$ cat config.mk
export PLATFORM = sky130hd
export DESIGN_NAME = pe_stream_cell
export DESIGN_NICKNAME = d
export VERILOG_FILES = /design/src/rtl/pe_stream_cell.sv
export SDC_FILE = /design/constraint.sdc
export NUM_CORES = 1
export LEC_CHECK = 0
export BUFFER_PORTS_ARGS = -buffer_cell sky130_fd_sc_hd__buf_2
export CORE_MARGIN = 10
export CORE_UTILIZATION = 55
export CTS_BUF_LIST = sky130_fd_sc_hd__clkbuf_4 sky130_fd_sc_hd__clkbuf_8 sky130_fd_sc_hd__clkbuf_16
export DETAILED_ROUTE_END_ITERATION = 8
export GPL_ROUTABILITY_DRIVEN = 0
export PLACE_DENSITY = 0.74
export SETUP_SLACK_MARGIN = 0.4
export SLEW_MARGIN = 40
export SYNTH_ARGS = -nofsm -noshare
export SYNTH_HDL_FRONTEND = slang
export SYNTH_SLANG_ARGS = --single-unit
$ cat constraint.sdc
create_clock -name clk -period 19.5 [get_ports clk]
set_input_delay 0 -clock clk [delete_from_list [all_inputs] [get_ports clk]]
set_output_delay 0 -clock clk [all_outputs]
set_load 0.01 [all_outputs]
$ cat src/rtl/pe_stream_cell.sv
// Systolic MAC cell. It forwards the A/B operand streams east and south, accumulates
// their products into a small bank of local accumulators, and drains the results after K rounds.
module pe_stream_cell #(
  parameter int unsigned D_WIDTH       = 16,
  parameter int unsigned ACC_WIDTH     = 40,
  parameter int unsigned ACC_NUM_WIDTH = 2,
  parameter int unsigned K_WIDTH       = 16,
  parameter bit          SATURATE      = 1'b1,
  parameter int unsigned PID           = 0
) (
  input  logic                     clk,
  input  logic                     rst,
  input  logic                     start_in,
  input  logic [K_WIDTH-1:0]       K_in,
  input  logic [D_WIDTH-1:0]       a_data_in,
  input  logic                     a_valid_in,
  output logic                     a_ready_out,
  input  logic [D_WIDTH-1:0]       b_data_in,
  input  logic                     b_valid_in,
  output logic                     b_ready_out,
  output logic [D_WIDTH-1:0]       a_data_out,
  output logic                     a_valid_out,
  input  logic                     a_ready_in,
  output logic [D_WIDTH-1:0]       b_data_out,
  output logic                     b_valid_out,
  input  logic                     b_ready_in,
  output logic [ACC_WIDTH-1:0]     res_data_out,
  output logic [ACC_NUM_WIDTH-1:0] res_idx_out,
  output logic                     res_valid_out,
  input  logic                     res_ready_in,
  output logic                     busy_out,
  output logic                     done_out,
  output logic                     overflow_out,
  output logic [7:0]               pid_out
);

  localparam int unsigned NUM_ACC = 1 << ACC_NUM_WIDTH;
  localparam int unsigned P_WIDTH = 2 * D_WIDTH;
  localparam int unsigned S_WIDTH = ACC_WIDTH + 1;
  localparam logic [ACC_NUM_WIDTH-1:0] LAST_IDX = ACC_NUM_WIDTH'(NUM_ACC - 1);
  localparam logic signed [ACC_WIDTH-1:0] ACC_MAX = {1'b0, {(ACC_WIDTH-1){1'b1}}};

  typedef enum logic [1:0] {IDLE, RUN, FLUSH, DRAIN} state_t;

  state_t                          state;
  logic [K_WIDTH-1:0]              k_target;
  logic [K_WIDTH-1:0]              k_cnt;
  logic [ACC_NUM_WIDTH-1:0]        idx;
  logic signed [ACC_WIDTH-1:0]     acc [NUM_ACC];

  logic                            s1_valid;
  logic signed [D_WIDTH-1:0]       s1_a;
  logic signed [D_WIDTH-1:0]       s1_b;
  logic [ACC_NUM_WIDTH-1:0]        s1_idx;
  logic                            s2_valid;
  logic signed [ACC_WIDTH-1:0]     s2_prod;
  logic [ACC_NUM_WIDTH-1:0]        s2_idx;

  logic                            space_a;
  logic                            space_b;
  logic                            fire;
  logic                            last_pair;
  logic                            drain_done;
  logic [ACC_NUM_WIDTH-1:0]        res_idx_nxt;
  logic signed [P_WIDTH-1:0]       prod_full;
  logic signed [S_WIDTH-1:0]       acc_sum;
  logic                            acc_ovf;
  logic signed [ACC_WIDTH-1:0]     acc_next;

  // A pair is only taken when both forward registers can accept it in the same cycle.
  assign space_a     = !a_valid_out || a_ready_in;
  assign space_b     = !b_valid_out || b_ready_in;
  assign fire        = (state == RUN) && a_valid_in && b_valid_in && space_a && space_b;
  assign a_ready_out = (state == RUN) && b_valid_in && space_a && space_b;
  assign b_ready_out = (state == RUN) && a_valid_in && space_a && space_b;
  assign last_pair   = (idx == LAST_IDX) && (k_cnt == k_target - K_WIDTH'(1));
  assign drain_done  = (state == DRAIN) && res_valid_out && res_ready_in && (res_idx_out == LAST_IDX);
  assign res_idx_nxt = res_idx_out + ACC_NUM_WIDTH'(1);
  assign busy_out    = (state != IDLE);
  assign pid_out     = 8'(PID);

  // One extra sum bit exposes signed overflow; clamp or wrap as configured.
  assign prod_full = P_WIDTH'(s1_a) * P_WIDTH'(s1_b);
  assign acc_sum   = S_WIDTH'(acc[s2_idx]) + S_WIDTH'(s2_prod);
  assign acc_ovf   = acc_sum[S_WIDTH-1] ^ acc_sum[S_WIDTH-2];
  assign acc_next  = (SATURATE && acc_ovf) ? (acc_sum[S_WIDTH-1] ? ~ACC_MAX : ACC_MAX)
                                           : acc_sum[ACC_WIDTH-1:0];

  // Accumulator bank: S3 write, bulk clear when the final result is handed off.
  always_ff @(posedge clk) begin
    if (!rst || drain_done) begin
      for (int unsigned i = 0; i < NUM_ACC; i++) acc[i] <= '0;
    end else if (s2_valid) begin
      acc[s2_idx] <= acc_next;
    end
  end

  // Control, forwarding, MAC pipeline S1/S2 and result port.
  always_ff @(posedge clk) begin
    if (!rst) begin
      state         <= IDLE;
      k_target      <= '0;
      k_cnt         <= '0;
      idx           <= '0;
      a_data_out    <= '0;
      a_valid_out   <= 1'b0;
      b_data_out    <= '0;
      b_valid_out   <= 1'b0;
      s1_valid      <= 1'b0;
      s1_a          <= '0;
      s1_b          <= '0;
      s1_idx        <= '0;
      s2_valid      <= 1'b0;
      s2_prod       <= '0;
      s2_idx        <= '0;
      res_data_out  <= '0;
      res_idx_out   <= '0;
      res_valid_out <= 1'b0;
      done_out      <= 1'b0;
      overflow_out  <= 1'b0;
    end else begin
      done_out <= 1'b0;

      if (fire) begin
        a_data_out  <= a_data_in;
        a_valid_out <= 1'b1;
        b_data_out  <= b_data_in;
        b_valid_out <= 1'b1;
      end else begin
        if (a_ready_in) a_valid_out <= 1'b0;
        if (b_ready_in) b_valid_out <= 1'b0;
      end

      s1_valid <= fire;
      if (fire) begin
        s1_a   <= a_data_in;
        s1_b   <= b_data_in;
        s1_idx <= idx;
      end
      s2_valid <= s1_valid;
      if (s1_valid) begin
        s2_prod <= ACC_WIDTH'(prod_full);
        s2_idx  <= s1_idx;
      end
      if (s2_valid && acc_ovf) overflow_out <= 1'b1;

      unique case (state)
        IDLE: begin
          if (start_in) begin
            k_target     <= K_in;
            k_cnt        <= '0;
            idx          <= '0;
            overflow_out <= 1'b0;
            state        <= (K_in == '0) ? FLUSH : RUN;
          end
        end
        RUN: begin
          if (fire) begin
            idx <= idx + ACC_NUM_WIDTH'(1);
            if (idx == LAST_IDX) k_cnt <= k_cnt + K_WIDTH'(1);
            if (last_pair) state <= FLUSH;
          end
        end
        FLUSH: begin
          if (!s1_valid && !s2_valid) begin
            state         <= DRAIN;
            res_valid_out <= 1'b1;
            res_idx_out   <= '0;
            res_data_out  <= acc[0];
          end
        end
        DRAIN: begin
          if (res_valid_out && res_ready_in) begin
            if (res_idx_out == LAST_IDX) begin
              res_valid_out <= 1'b0;
              res_idx_out   <= '0;
              res_data_out  <= '0;
              done_out      <= 1'b1;
              state         <= IDLE;
            end else begin
              res_idx_out  <= res_idx_nxt;
              res_data_out <= acc[res_idx_nxt];
            end
          end
        end
        default: state <= IDLE;
      endcase
    end
  end

endmodule

==> results.yml <==
outcome:
  outcome: "finished, final reports clean"
placed_design:
  io_buffers: 137
  dp_hpwl_um: 50500
  preCtsSetupSlack_ns: 12.60
  dpl_cell_area_um2: 27800
critical_path:
  start_kind: "flop"
  cp_common_cell: "fa_1"
  cp_max_fo: 18
  reg2reg_slack_ns: 12.47
  cp_slowest_cell: "dfxtp_1"
  required_ns: 19.97
  cpPeakStageDelay_ns: 0.86
  crit_chain: "and2_1 > fa_1 > inv_1 > fa_1 > fa_1 > fa_1 > inv_1 > fa_1 > inv_1 > fa_1 > inv_1 > ha_1 > and3_1 > nor2b_1 > nor3b_1 > o21ai_0 > a211o_1 > o21ai_0 > a21oi_1 > o311a_1"
  worstPathArrival_ns: 7.50
  critPathCaptureType: "flop"
  crit_type: "reg2reg"
logic_synthesis:
  synth_ff_type: "edfxtp_1"
  syn_area_um2: 26700
  synthArstFlopShare: 0
  yosysSeqAreaShare: 0.296
  syn_inst: 2673
  synth-seq-cells: 315
  synth_warnings: 0
  synth_top_area_cell: "fa_1"
  synth_top_area_frac: 0.197
  yosysUniqueCellTypes: 73
  ys_top_cells_by_area: "fa_1 (20%), edfxtp_1 (18%), dfxtp_1 (12%)"
  synth_edf_count: 160
  yosysMostFrequentCell: "inv_1"
  synthTopCellsByCount: "inv_1 (321), nand2_1 (274), fa_1 (263)"
  syn_area_per_cell_um2: 10.0
global_routing:
  grt_pass1_wl_um: 118000
  grt_start_max_net_pins: 100
  grt_use_total: 0.255
  overflow: 0
  antenna_found_initial: 1
  grt_pass1_vias: 21933
clock_network:
  postCtsSetupRepairBufs: 0
  clock_sinks: 315
  cts_resized: 0
  clk_path_buf_depth: 3
  cts_made_buffers: 38
  cts_tree: "built"
  clock_latency_ns: 0.58
  htreeDepth: 2
  clkTransAtPathRegs_ns: 0.06
  cts_root_buf: "clkbuf_16"
flow_run:
  drv_cap: 0
final_layout:
  nNetsFinal: 3263
  areaGrowthSynthToFinish_pct: 12.8
  num-fill-cells: 3739
  final_util: 0.630
  final_cell_area_um2: 30100
  num_antenna_cells: 0
  drive_above_1_share: 0.118
timing:
  fmax_ghz: 0.142
  period_minus_slack_ns: 7.03
  fin_crit_sh: 0.361
  fin_skew_ns: 0.0139
  slew_violations: 0
  finalHoldViolations: 0
  grt_setup_unrepaired: "no"
  setup_viol: 0
  setup_slack_ns: 12.47
  slew_headroom: 0.404
  worstMarginPinSlew_ns: 0.892
  finalSetupTns_ns: 0
worst_hold_path:
  hp-class: "in2reg"
drt:
  drt_wl_total_um: 72500
  drc_errors: 0
  ant_nets: 0
  drtIter0Drc: 1920
  dr.pass1.iters: 5
  wl_per_cell_um: 21.0
  via_count: 20911
  routed_via_density: 6.05
floorplan:
  io_pins: 146
  die_x_um: 240
  die_y_um: 240
  rows: 80
  core_um2: 47800
  dieArea_um2: 57800
  start_util: 0.559
pwr:
  total_power_uw: 1980
  power_leakage_uw: 0.0130
  powerDensity_nw_per_um2: 65.8
  peakVddDrop_v: 0.0000540
[repair_timing]
item                                    CTS  global route
endpoints found under the setup margin    0             0
hold endpoints to repair                 57             0
hold buffers                            100             0
[through the flow]
stage                     hold slack, ns  std cells
after floorplan                    0.145       2680
after global placement             0.252       3289
after detailed placement           0.259       3289
after CTS                         0.0427       3459
after global routing               0.114       3459
final                             0.0554       3459
[area by class of cell]
class,count,area (um2),share of cell area
clock buffers,50,1060,0.0352
clock inverters,20,256,0.00851
inverters,322,1210,0.0401
multi-input cells,1881,17100,0.567
flip-flops and latches,315,7910,0.263
well taps,615,769,0.0255
repair buffers,256,1840,0.0610
[flip-flops by register name, indices dropped and copies added, names as in the netlist, 2 cells and up, named ones only]
name and cells:
acc 160, res_data_out 40, s2_prod 32, k_cnt 16
k_target 16, s1_a 16, s1_b 16, idx 2
res_idx_out 2, s1_idx 2, s2_idx 2, state 2
[cell families (layout without fill, tap and decap cells)]
kind of cell,Yosys count,in the layout,synth area share
multiplexers,109,109,0.0784
other,1,8,0.000140
adder cells (fa/ha/maj),393,393,0.258
buffers and inverters,484,648,0.0705
AO/OA/AOI/OAI,490,490,0.118
flip-flops,315,315,0.296
XOR/XNOR,90,90,0.0295
AND/OR/NAND/NOR,791,791,0.150
[layout by cell type (no fill, tap or decap), types with 32 or more instances in the layout]
cell / Yosys / final
nor2_1: 134 / 133
a21boi_0: 58 / 58
nor2b_1: 42 / 42
clkbuf_16: 0 / 38
xnor2_1: 57 / 57
dlygate4sd3_1: 0 / 100
nand2_1: 274 / 274
o21ai_0: 109 / 105
fa_1: 263 / 263
buf_2: 16 / 136
ha_1: 130 / 130
edfxtp_1: 160 / 160
inv_1: 321 / 321
dfxtp_1: 155 / 150
a221oi_1: 42 / 42
mux4_2: 80 / 80
nor3b_1: 42 / 42
a21o_1: 32 / 32
and2_1: 133 / 133
a21oi_1: 144 / 144
nand3_1: 37 / 34
xor2_1: 33 / 33
[path summary, 6_finish.rpt]
path         depth (start not counted)                       end                   start
max reg2reg                         20  s2_prod[31]$_SDFFE_PN0P_    s1_b[4]$_SDFFE_PN0P_
min                                  6       idx[1]$_SDFFE_PN0P_                start_in
min reg2reg                          2    s1_idx[1]$_SDFFE_PN0P_  s1_idx[1]$_SDFFE_PN0P_
max                                 20  s2_prod[31]$_SDFFE_PN0P_    s1_b[4]$_SDFFE_PN0P_
[power by group]
group	switching, uW	internal (uW)	total [uW]
clock	303	443	745
sequential	62.9	749	812
combinational	256	171	427
total	622	1360	1980
[worst max-delay path: cells and delay by family (launching register included)]
family / cells / cell delay (ns)
AND/OR/NAND/NOR: 4 / 1.22
flip-flops: 1 / 0.86
adder cells (fa/ha/maj): 7 / 3.26
AO/OA/AOI/OAI: 5 / 1.36
buffers and inverters: 4 / 0.23
[routing by layer]
layer	track usage	vias up	part of all wire
met5	0	-	0
met4	0.106	0	0.037
met3	0.0364	198	0.074
met2	0.442	960	0.50
met1	0.313	10389	0.39
li1	-	9364	-
No activity file was read; power rests on OpenSTA's default activity.
